==> src/rtl/rx_fifo_pop_ctrl_if.sv <==
// rx_fifo_pop_ctrl_if
//   Bundles the FIFO read-side handshake, the downstream valid/ready stream
//   and the status outputs of rx_fifo_pop_ctrl.
//   master : view of rx_fifo_pop_ctrl (drives pop, dout, status)
//   slave  : view of the environment (FIFO model / downstream / control)
// Signals
//   in_enable        global enable, 0 freezes the controller
//   fifo_canpop      FIFO holds at least one word
//   fifo_data_rd     FIFO head word (combinational from FIFO read pointer)
//   fifo_data_valid  FIFO canpop & (pop | forced drain), monitor only
//   fifo_dissync     FIFO forced-drain flag
//   fifo_pop_rd      pop request to the FIFO
//   dout/dout_valid  output word and its valid
//   dout_ready       downstream accepts dout
//   locked           controller is streaming (RUN)
//   dissync_cnt      saturating count of fifo_dissync rising edges
interface rx_fifo_pop_ctrl_if #(
  parameter int WIDTH = 48,
  parameter int CNT_W = 16
);
  logic             in_enable;
  logic             fifo_canpop;
  logic [WIDTH-1:0] fifo_data_rd;
  logic             fifo_data_valid;
  logic             fifo_dissync;
  logic             fifo_pop_rd;
  logic [WIDTH-1:0] dout;
  logic             dout_valid;
  logic             dout_ready;
  logic             locked;
  logic [CNT_W-1:0] dissync_cnt;

  modport master (
    input  in_enable, fifo_canpop, fifo_data_rd, fifo_data_valid,
           fifo_dissync, dout_ready,
    output fifo_pop_rd, dout, dout_valid, locked, dissync_cnt
  );

  modport slave (
    output in_enable, fifo_canpop, fifo_data_rd, fifo_data_valid,
           fifo_dissync, dout_ready,
    input  fifo_pop_rd, dout, dout_valid, locked, dissync_cnt
  );
endinterface

==> src/rtl/rx_fifo_pop_ctrl.sv <==
// rx_fifo_pop_ctrl
//   Read-side consumer of the RX clock-crossing FIFO in the 25G PCS receive
//   path, running on the FIFO read clock. Pops the FIFO into a 2-entry skid
//   buffer, streams the buffer downstream over valid/ready, and runs a lock
//   FSM (INIT -> RUN -> RESYNC -> INIT) that waits for fill margin before
//   streaming and recovers after a FIFO dissync (forced drain).
// Ports
//   clk    FIFO read clock
//   reset  synchronous, active-high
//   bus    rx_fifo_pop_ctrl_if.master (FIFO side, stream side, status)
module rx_fifo_pop_ctrl #(
  parameter int WIDTH        = 48,
  parameter int START_CYCLES = 4,
  parameter int HOLD_CYCLES  = 16,
  parameter int CNT_W        = 16
) (
  input logic               clk,
  input logic               reset,
  rx_fifo_pop_ctrl_if.master bus
);

  localparam logic [1:0] S_INIT   = 2'd0;
  localparam logic [1:0] S_RUN    = 2'd1;
  localparam logic [1:0] S_RESYNC = 2'd2;

  localparam logic [7:0] START_LAST = 8'(START_CYCLES - 1);
  localparam logic [7:0] HOLD_LAST  = 8'(HOLD_CYCLES - 1);

  logic [1:0]       r_state;
  logic [7:0]       r_start_cnt;
  logic [7:0]       r_hold_cnt;

  // skid buffer: two entries, FIFO-ordered via read/write pointers
  logic [WIDTH-1:0] r_buf [2];
  logic             r_rd_ptr;
  logic             r_wr_ptr;
  logic [1:0]       r_cnt;

  logic             r_dissync_d;
  logic [CNT_W-1:0] r_dissync_cnt;

  logic w_en;
  logic w_run;
  logic w_pop;
  logic w_valid;
  logic w_xfer;
  logic w_flush;
  logic w_dis_rise;

  assign w_en    = bus.in_enable;
  assign w_run   = (r_state == S_RUN);
  // pop depends only on local state, never on dout_ready: the second buffer
  // entry absorbs the ready round trip
  assign w_pop   = w_en & w_run & bus.fifo_canpop & (r_cnt != 2'd2);
  assign w_valid = w_en & (r_cnt != 2'd0);
  assign w_xfer  = w_valid & bus.dout_ready;
  assign w_flush = w_run & bus.fifo_dissync;
  assign w_dis_rise = bus.fifo_dissync & ~r_dissync_d;

  assign bus.fifo_pop_rd = w_pop;
  assign bus.dout        = r_buf[r_rd_ptr];
  assign bus.dout_valid  = w_valid;
  assign bus.locked      = w_run;
  assign bus.dissync_cnt = r_dissync_cnt;

  // skid buffer
  always_ff @(posedge clk) begin
    if (reset) begin
      for (int i = 0; i < 2; i++) r_buf[i] <= '0;
      r_rd_ptr <= 1'b0;
      r_wr_ptr <= 1'b0;
      r_cnt    <= 2'd0;
    end else if (w_en) begin
      if (w_flush) begin
        // flush wins over push/transfer; a transfer accepted this cycle has
        // already been taken downstream, nothing to undo
        r_rd_ptr <= 1'b0;
        r_wr_ptr <= 1'b0;
        r_cnt    <= 2'd0;
      end else begin
        if (w_pop) begin
          r_buf[r_wr_ptr] <= bus.fifo_data_rd;
          r_wr_ptr        <= ~r_wr_ptr;
        end
        if (w_xfer) r_rd_ptr <= ~r_rd_ptr;
        r_cnt <= r_cnt + {1'b0, w_pop} - {1'b0, w_xfer};
      end
    end
  end

  // lock FSM
  always_ff @(posedge clk) begin
    if (reset) begin
      r_state     <= S_INIT;
      r_start_cnt <= 8'd0;
      r_hold_cnt  <= 8'd0;
    end else if (w_en) begin
      case (r_state)
        S_INIT: begin
          if (!bus.fifo_canpop) begin
            r_start_cnt <= 8'd0;
          end else if (r_start_cnt == START_LAST) begin
            r_start_cnt <= 8'd0;
            r_state     <= S_RUN;
          end else begin
            r_start_cnt <= r_start_cnt + 8'd1;
          end
        end
        S_RUN: begin
          if (bus.fifo_dissync) begin
            r_hold_cnt <= 8'd0;
            r_state    <= S_RESYNC;
          end
        end
        S_RESYNC: begin
          // a repeated dissync restarts the hold window
          if (bus.fifo_dissync) begin
            r_hold_cnt <= 8'd0;
          end else if (r_hold_cnt == HOLD_LAST) begin
            r_hold_cnt <= 8'd0;
            r_state    <= S_INIT;
          end else begin
            r_hold_cnt <= r_hold_cnt + 8'd1;
          end
        end
        default: begin
          r_state     <= S_INIT;
          r_start_cnt <= 8'd0;
          r_hold_cnt  <= 8'd0;
        end
      endcase
    end
  end

  // dissync event counter, independent of FSM state
  always_ff @(posedge clk) begin
    if (reset) begin
      r_dissync_d   <= 1'b0;
      r_dissync_cnt <= '0;
    end else if (w_en) begin
      r_dissync_d <= bus.fifo_dissync;
      if (w_dis_rise && !(&r_dissync_cnt))
        r_dissync_cnt <= r_dissync_cnt + CNT_W'(1);
    end
  end

  // every pop must be seen by the FIFO as a valid read
  a_pop_has_data: assert property (@(posedge clk) disable iff (reset)
    w_pop |-> bus.fifo_data_valid);

endmodule

==> src/flat_wrapper.sv <==
// flat-port wrapper written by rule: the top's interface ports become plain ports
module rx_fifo_pop_ctrl_flat 
#(
  parameter int WIDTH        = 48,
  parameter int START_CYCLES = 4,
  parameter int HOLD_CYCLES  = 16,
  parameter int CNT_W        = 16
)
  (clk, reset, bus_in_enable, bus_fifo_canpop, bus_fifo_data_rd, bus_fifo_data_valid, bus_fifo_dissync, bus_dout_ready, bus_fifo_pop_rd, bus_dout, bus_dout_valid, bus_locked, bus_dissync_cnt);
  rx_fifo_pop_ctrl_if #(.WIDTH(WIDTH), .CNT_W(CNT_W)) bus_i ();
  input logic clk;
  input logic reset;
  input wire logic [$bits(bus_i.in_enable)-1:0] bus_in_enable;
  input wire logic [$bits(bus_i.fifo_canpop)-1:0] bus_fifo_canpop;
  input wire logic [$bits(bus_i.fifo_data_rd)-1:0] bus_fifo_data_rd;
  input wire logic [$bits(bus_i.fifo_data_valid)-1:0] bus_fifo_data_valid;
  input wire logic [$bits(bus_i.fifo_dissync)-1:0] bus_fifo_dissync;
  input wire logic [$bits(bus_i.dout_ready)-1:0] bus_dout_ready;
  output wire logic [$bits(bus_i.fifo_pop_rd)-1:0] bus_fifo_pop_rd;
  output wire logic [$bits(bus_i.dout)-1:0] bus_dout;
  output wire logic [$bits(bus_i.dout_valid)-1:0] bus_dout_valid;
  output wire logic [$bits(bus_i.locked)-1:0] bus_locked;
  output wire logic [$bits(bus_i.dissync_cnt)-1:0] bus_dissync_cnt;
  assign bus_i.in_enable = bus_in_enable;
  assign bus_i.fifo_canpop = bus_fifo_canpop;
  assign bus_i.fifo_data_rd = bus_fifo_data_rd;
  assign bus_i.fifo_data_valid = bus_fifo_data_valid;
  assign bus_i.fifo_dissync = bus_fifo_dissync;
  assign bus_i.dout_ready = bus_dout_ready;
  assign bus_fifo_pop_rd = bus_i.fifo_pop_rd;
  assign bus_dout = bus_i.dout;
  assign bus_dout_valid = bus_i.dout_valid;
  assign bus_locked = bus_i.locked;
  assign bus_dissync_cnt = bus_i.dissync_cnt;
  rx_fifo_pop_ctrl #(.WIDTH(WIDTH), .START_CYCLES(START_CYCLES), .HOLD_CYCLES(HOLD_CYCLES), .CNT_W(CNT_W)) u_core (.clk(clk), .reset(reset), .bus(bus_i));
endmodule
==> config.mk <==
export PLATFORM = sky130hd
export DESIGN_NAME = rx_fifo_pop_ctrl_flat
export DESIGN_NICKNAME = d
export VERILOG_FILES = /design/src/rtl/rx_fifo_pop_ctrl_if.sv /design/src/rtl/rx_fifo_pop_ctrl.sv /design/src/flat_wrapper.sv
export SDC_FILE = /design/constraint.sdc
export NUM_CORES = 1
export LEC_CHECK = 0
export BUFFER_PORTS_ARGS = -buffer_cell sky130_fd_sc_hd__buf_2
export CAP_MARGIN = 20
export CORE_ASPECT_RATIO = 1.5
export CORE_MARGIN = 1.5
export CORE_UTILIZATION = 50
export DETAILED_ROUTE_END_ITERATION = 12
export PLACE_DENSITY = 0.73
export SETUP_SLACK_MARGIN = 0.2
export SYNTH_ARGS = -nofsm -noshare
export SYNTH_HDL_FRONTEND = slang
export SYNTH_SLANG_ARGS = --single-unit
==> constraint.sdc <==
create_clock -name clk -period 3 [get_ports clk]
set_input_delay 0.6 -clock clk [delete_from_list [all_inputs] [get_ports clk]]
set_output_delay 0.6 -clock clk [all_outputs]
set_load 0.01 [all_outputs]
# --- Yosys cells after proc, flatten, opt, wreduce, memory -nomap -nowiden ---
# Memory sizes are Yosys's and may differ from the RTL's. A register that Yosys moved wholly into a read port is not among the register bits.
# Cells that the tools add are included.
totals:
  reg_bits: 39
  ram_bits: 96
  out_inout_bits: 67
  word_cells: 81
  mem_count: 1
classes:
  n_addsub: 5
  eq_ne: 10
  mux: 30
  bitwise: 12
  reduce_logical: 15
memory_table:
  columns: ["memory", "words", "word_bits", "rd", "rd_ports_with_merged_regs", "write_ports", "line_no", "text"]
  rows:
  - ["u_core.r_buf", 2, 48, 1, 1, 2, "rx_fifo_pop_ctrl.sv:34", "logic [WIDTH-1:0] r_buf [2];"]
op_table:
  columns: ["op", "count"]
  rows:
  - ["48-bit 2-to-1 mux", 1]
  - ["48-bit OR reduction", 1]
  - ["8-bit 2-to-1 mux", 5]
  - ["8-bit case mux with 3 select lines", 1]
  - ["16-bit by 1-bit adder with 16-bit output, second input constant", 1]
  - ["8-bit by 1-bit adder with 8-bit output, second input constant", 2]
  - ["8-bit case mux with 2 select lines", 1]
  - ["16-bit AND reduction", 1]
  - ["1-bit 2-to-1 mux", 15]
  - ["2-bit 2-to-1 mux", 6]
  - ["8-bit by 2-bit equality test with 1-bit output, second input constant", 1]
  - ["8-bit by 4-bit equality test with 1-bit output, second input constant", 1]
  - ["2-bit inequality test, second input constant", 4]
  - ["2-bit AND reduction", 4]
  - ["1-bit bitwise AND", 7]
  - ["2-bit case mux with 3 select lines", 1]
  - ["6-bit AND reduction", 1]
  - ["2-bit nonzero test", 3]
  - ["1-bit inverter", 5]
  - ["2-bit by 1-bit inequality test with 1-bit output, second input constant", 2]
  - ["3-bit AND reduction", 1]
  - ["2-bit by 1-bit adder with 2-bit output", 1]
  - ["2-bit by 1-bit equality test with 1-bit output, second input constant", 1]
  - ["2-bit equality test, second input constant", 1]
  - ["5 further kinds", 5]

# --- Longest topological paths before layout ---
depth:
  depth_word: 11
  depth_mapped: 10

# --- Worst setup path after synthesis ---
# No wires, ideal clock.
synth_path:
  kind: "input port to flip-flop"
  startpoint: "input port reset"
  endpoint: "memory u_core.r_buf[1][0] (enable)"
  setup_ns: 0.404
  arrival_ns: 2.151
  required_ns: 2.596
  setup_slack_ns: 0.445
  path_stages: 3
  n_path_buf: 2
  path_cell_list: "clkbuf_1 > clkbuf_1 > a21o_1"
synth_rtl:
  columns: ["element", "line_no", "text"]
  rows:
  - ["from (decl)", "flat_wrapper.sv:12", "input logic reset;"]
  - ["to (decl)", "rx_fifo_pop_ctrl.sv:34", null]

==> impl_results.md <==
* Synth area leaders: edfxtp_1 46%, dfxtp_1 13%, and2_1 9.7%
* Hold_ws at 0.469 ns
* Ys flop type: edfxtp_1
* Post-synthesis sequential area ratio at 58.9%
* Total wire length at about 12 mm
* Fillers at ~970
* Crit path DAT at between 1.5 and 2 ns
* Number of global-route vias before repair at 4162
* Cts repair resizes at 0
* GPL Wtd Cong at 0.748
* Sw frac at 21.1%
* Most common cell in the netlist: and2_1
* Drc violations at 0
* CTS buffer count at 17
* Post-Synth Adder-Cell Area at under 10%
* Worst vdd ir at around 0.00038 V
* Synth Area in Simple Gates at between 10% and 20%
* Sw Pwr at approximately 0.00087 W
* Top-level port count at approximately 120
* Fin crit period at 2.51 ns
* RSZ-0062 raised after global routing: no
* P&R area growth vs syn at 21.4%
* # Max-Cap Violations at 0
* Die H at 140 um
* Fin util at a little over three fifths
* Worst skew pair latency at ~0.4 ns
* CTS tree: yes
* Router iterations before antenna repair at 7
* Largest net degree at the start of global routing at approximately 50
* EDFF count, synth at 96
* Crit end category: output port
* Wire length per cell at about 16 um
* Hold-fix buffers at CTS at 0
* # setup viols final at 0
* Rows at 49
* Crit path max fanout at 26
* Synth top cells by count: 97 x and2_1, 96 x edfxtp_1, 49 x mux2_2
* Initial antenna violation count at 3
* Routed vias/inst at about 5.3
* Final #Nets at just under 700
* Final WS setup at 0.492 ns
* Synthesized flop and latch total at roughly 140
* Top-area cell type share of the netlist area at around 46%
* Worst Path Required at approximately 2.4 ns
* Reg power frac at 50.2%
* Grt ovf at 0
* Complex-gate fraction of the synthesized area at under 10%
* Area of the multi-input gates at about 0.0024 mm^2
* Crit share post-route at a little over four fifths
* Cell Count, Final, Fillers Out at 790
* Die area at roughly 0.013 mm^2
* Fmax at between 300 and 400 MHz
* Main combinational cell family by area after synthesis: simple AND/OR/NAND/NOR gates
* Critical Path Start Type: register
* Setup TNS at 0 ns
* Worst hold path class: register to register
* Yosys warnings at 0
* Largest area contributor in the synthesized netlist: edfxtp_1
* Worst slack, placed at roughly 0.74 ns
* Root Buffer: clkbuf_16
* Layout cells sized above 1 at approximately a third
* Synthesized cell area at between 0.006 and 0.007 mm^2
* CORE AREA at around 0.012 mm^2
* Setup Crit Path Kind: register to output port
* Final HPWL DP at roughly 8 mm
* Port Buffer Count at 120
* Synth Net Count at approximately 570
* Slew HR at a little under half
* Clk sink count at between 100 and 150
* Post-CTS Setup Inserts at 0
* R2R setup slack at ~0.94 ns
* Mean Syn Cell Area at about 12 um^2
* CTS max path bufs at 2
* GRT Resource Usage Total at approximately 19%
* Multiplexer share of the synthesized area at 9.46%
* Fin. max-slew vios at 0
* Clock power frac at 45.6%
* Clock-pin slew of the registers on the worst-case setup and hold paths at ~0.06 ns
* Status: finished clean
* Die Width at 94.3 um
* Async SR Flop Fraction at 0%
* Antenna-violating nets left at 0
* Total power per unit cell area at 542 mW/mm^2
* First-pass GRT wire length at 19.7 mm
* Worst slew pin tran at roughly 0.8 ns
* Endpoints failing hold at 0
* Register area at around 0.0037 mm^2
* Post-Place Cells at between 700 and 800
* Initial drt markers at approximately 160
* Logic pwr share at 4.2%
* Vias at 4205
* Leakage at roughly 3 nW
* Clk_skew at 0.00640 ns
* Mapped Cells at between 500 and 600
* Post-Synth XOR/XNOR Area at approximately 1.7%
* Number of library cell types mapped by synthesis at 50
* Design internal power at roughly 0.0033 W
* Initial Util at about half
* H-tree levels at 4
-- through the flow --
stage	area [um^2]	total power [W]
floorplan	6250	0.00219
global placement	7050	0.00227
detailed placement	7050	0.00228
CTS	7590	0.00416
global route	7590	0.00426
finish	7590	0.00412
-- layer usage --
metal / part of all wire (%) / global-route usage (%)
met1: 40 / 21.8
met2: 53 / 34.2
met3: 5.4 / 5.43
met4: 1.5 / 7.07
met5: 0 / 0
-- power by group through the flow --
stage          Clock (W)  Combinational (W)  Sequential (W)
4_1_cts          0.00192           0.000176         0.00207
6_report         0.00188           0.000173         0.00207
5_1_grt          0.00199           0.000191         0.00207
3_5_place_dp           0           0.000174         0.00211
2_1_floorplan          0          0.0000875         0.00210
3_3_place_gp           0           0.000172         0.00210
-- area by class of cell --
type / count / share of cell area (%)
antenna: 1 / 0.0329
tap: 153 / 2.52
inverter: 11 / 0.610
sequential: 136 / 48.5
clock buffer: 18 / 5.65
timing repair buffer: 126 / 9.00
multi-input combinational: 331 / 32.2
clock inverter: 14 / 1.45
-- sequential cells by signal, indices dropped and copies added, names as in the netlist, named ones only --
register	count
u_core.r_buf	96
u_core.bus.dissync_cnt	16
u_core.r_hold_cnt	8
u_core.r_start_cnt	8
u_core.r_cnt	2
u_core.r_state	2
u_core.r_dissync_d	1
u_core.r_rd_ptr	1
u_core.r_wr_ptr	1
-- critical path, cell delays in order, from the launching register on --
cell and delay (ns):
dfxtp_2 0.72, buf_12 0.27, mux2_2 0.36, buf_2 0.15
-- logic make-up after synthesis --
logic type | after synthesis
adders and majority gates | 10
AOI/OAI and AO/OA | 54
buffers and inverters | 34
and+or+nand+nor | 202
xor gates and xnor gates | 12
DFF | 136
muxes | 53
-- worst paths after layout --
check / start / end / depth (start not counted)
setup / recovery: register / bus_dout[8] / 3
hold / removal: u_core.r_hold_cnt[1] / u_core.r_hold_cnt[1] / 2
setup reg to reg: u_core.r_state[1] / u_core.r_hold_cnt[7] / 6
hold reg to reg: u_core.r_hold_cnt[1] / u_core.r_hold_cnt[1] / 2
-- placed cells by master, fill, tap and decap left out, types with 5 or more instances in the layout --
| master | instances |
|---|---|
| o31ai_1 | 12 |
| a21oi_1 | 23 |
| clkinv_2 | 5 |
| or4_1 | 13 |
| nand2_1 | 14 |
| o21ai_0 | 8 |
| inv_1 | 10 |
| ha_1 | 10 |
| and2_1 | 97 |
| nor2b_1 | 5 |
| nand3_1 | 9 |
| buf_2 | 120 |
| or3_1 | 6 |
| nand4_1 | 9 |
| mux2_2 | 49 |
| dfxtp_1 | 39 |
| edfxtp_1 | 96 |
| nand2b_1 | 5 |
| clkbuf_16 | 17 |
| nor2_1 | 19 |
| xnor2_1 | 9 |
Power figures use the tool's default switching activity.
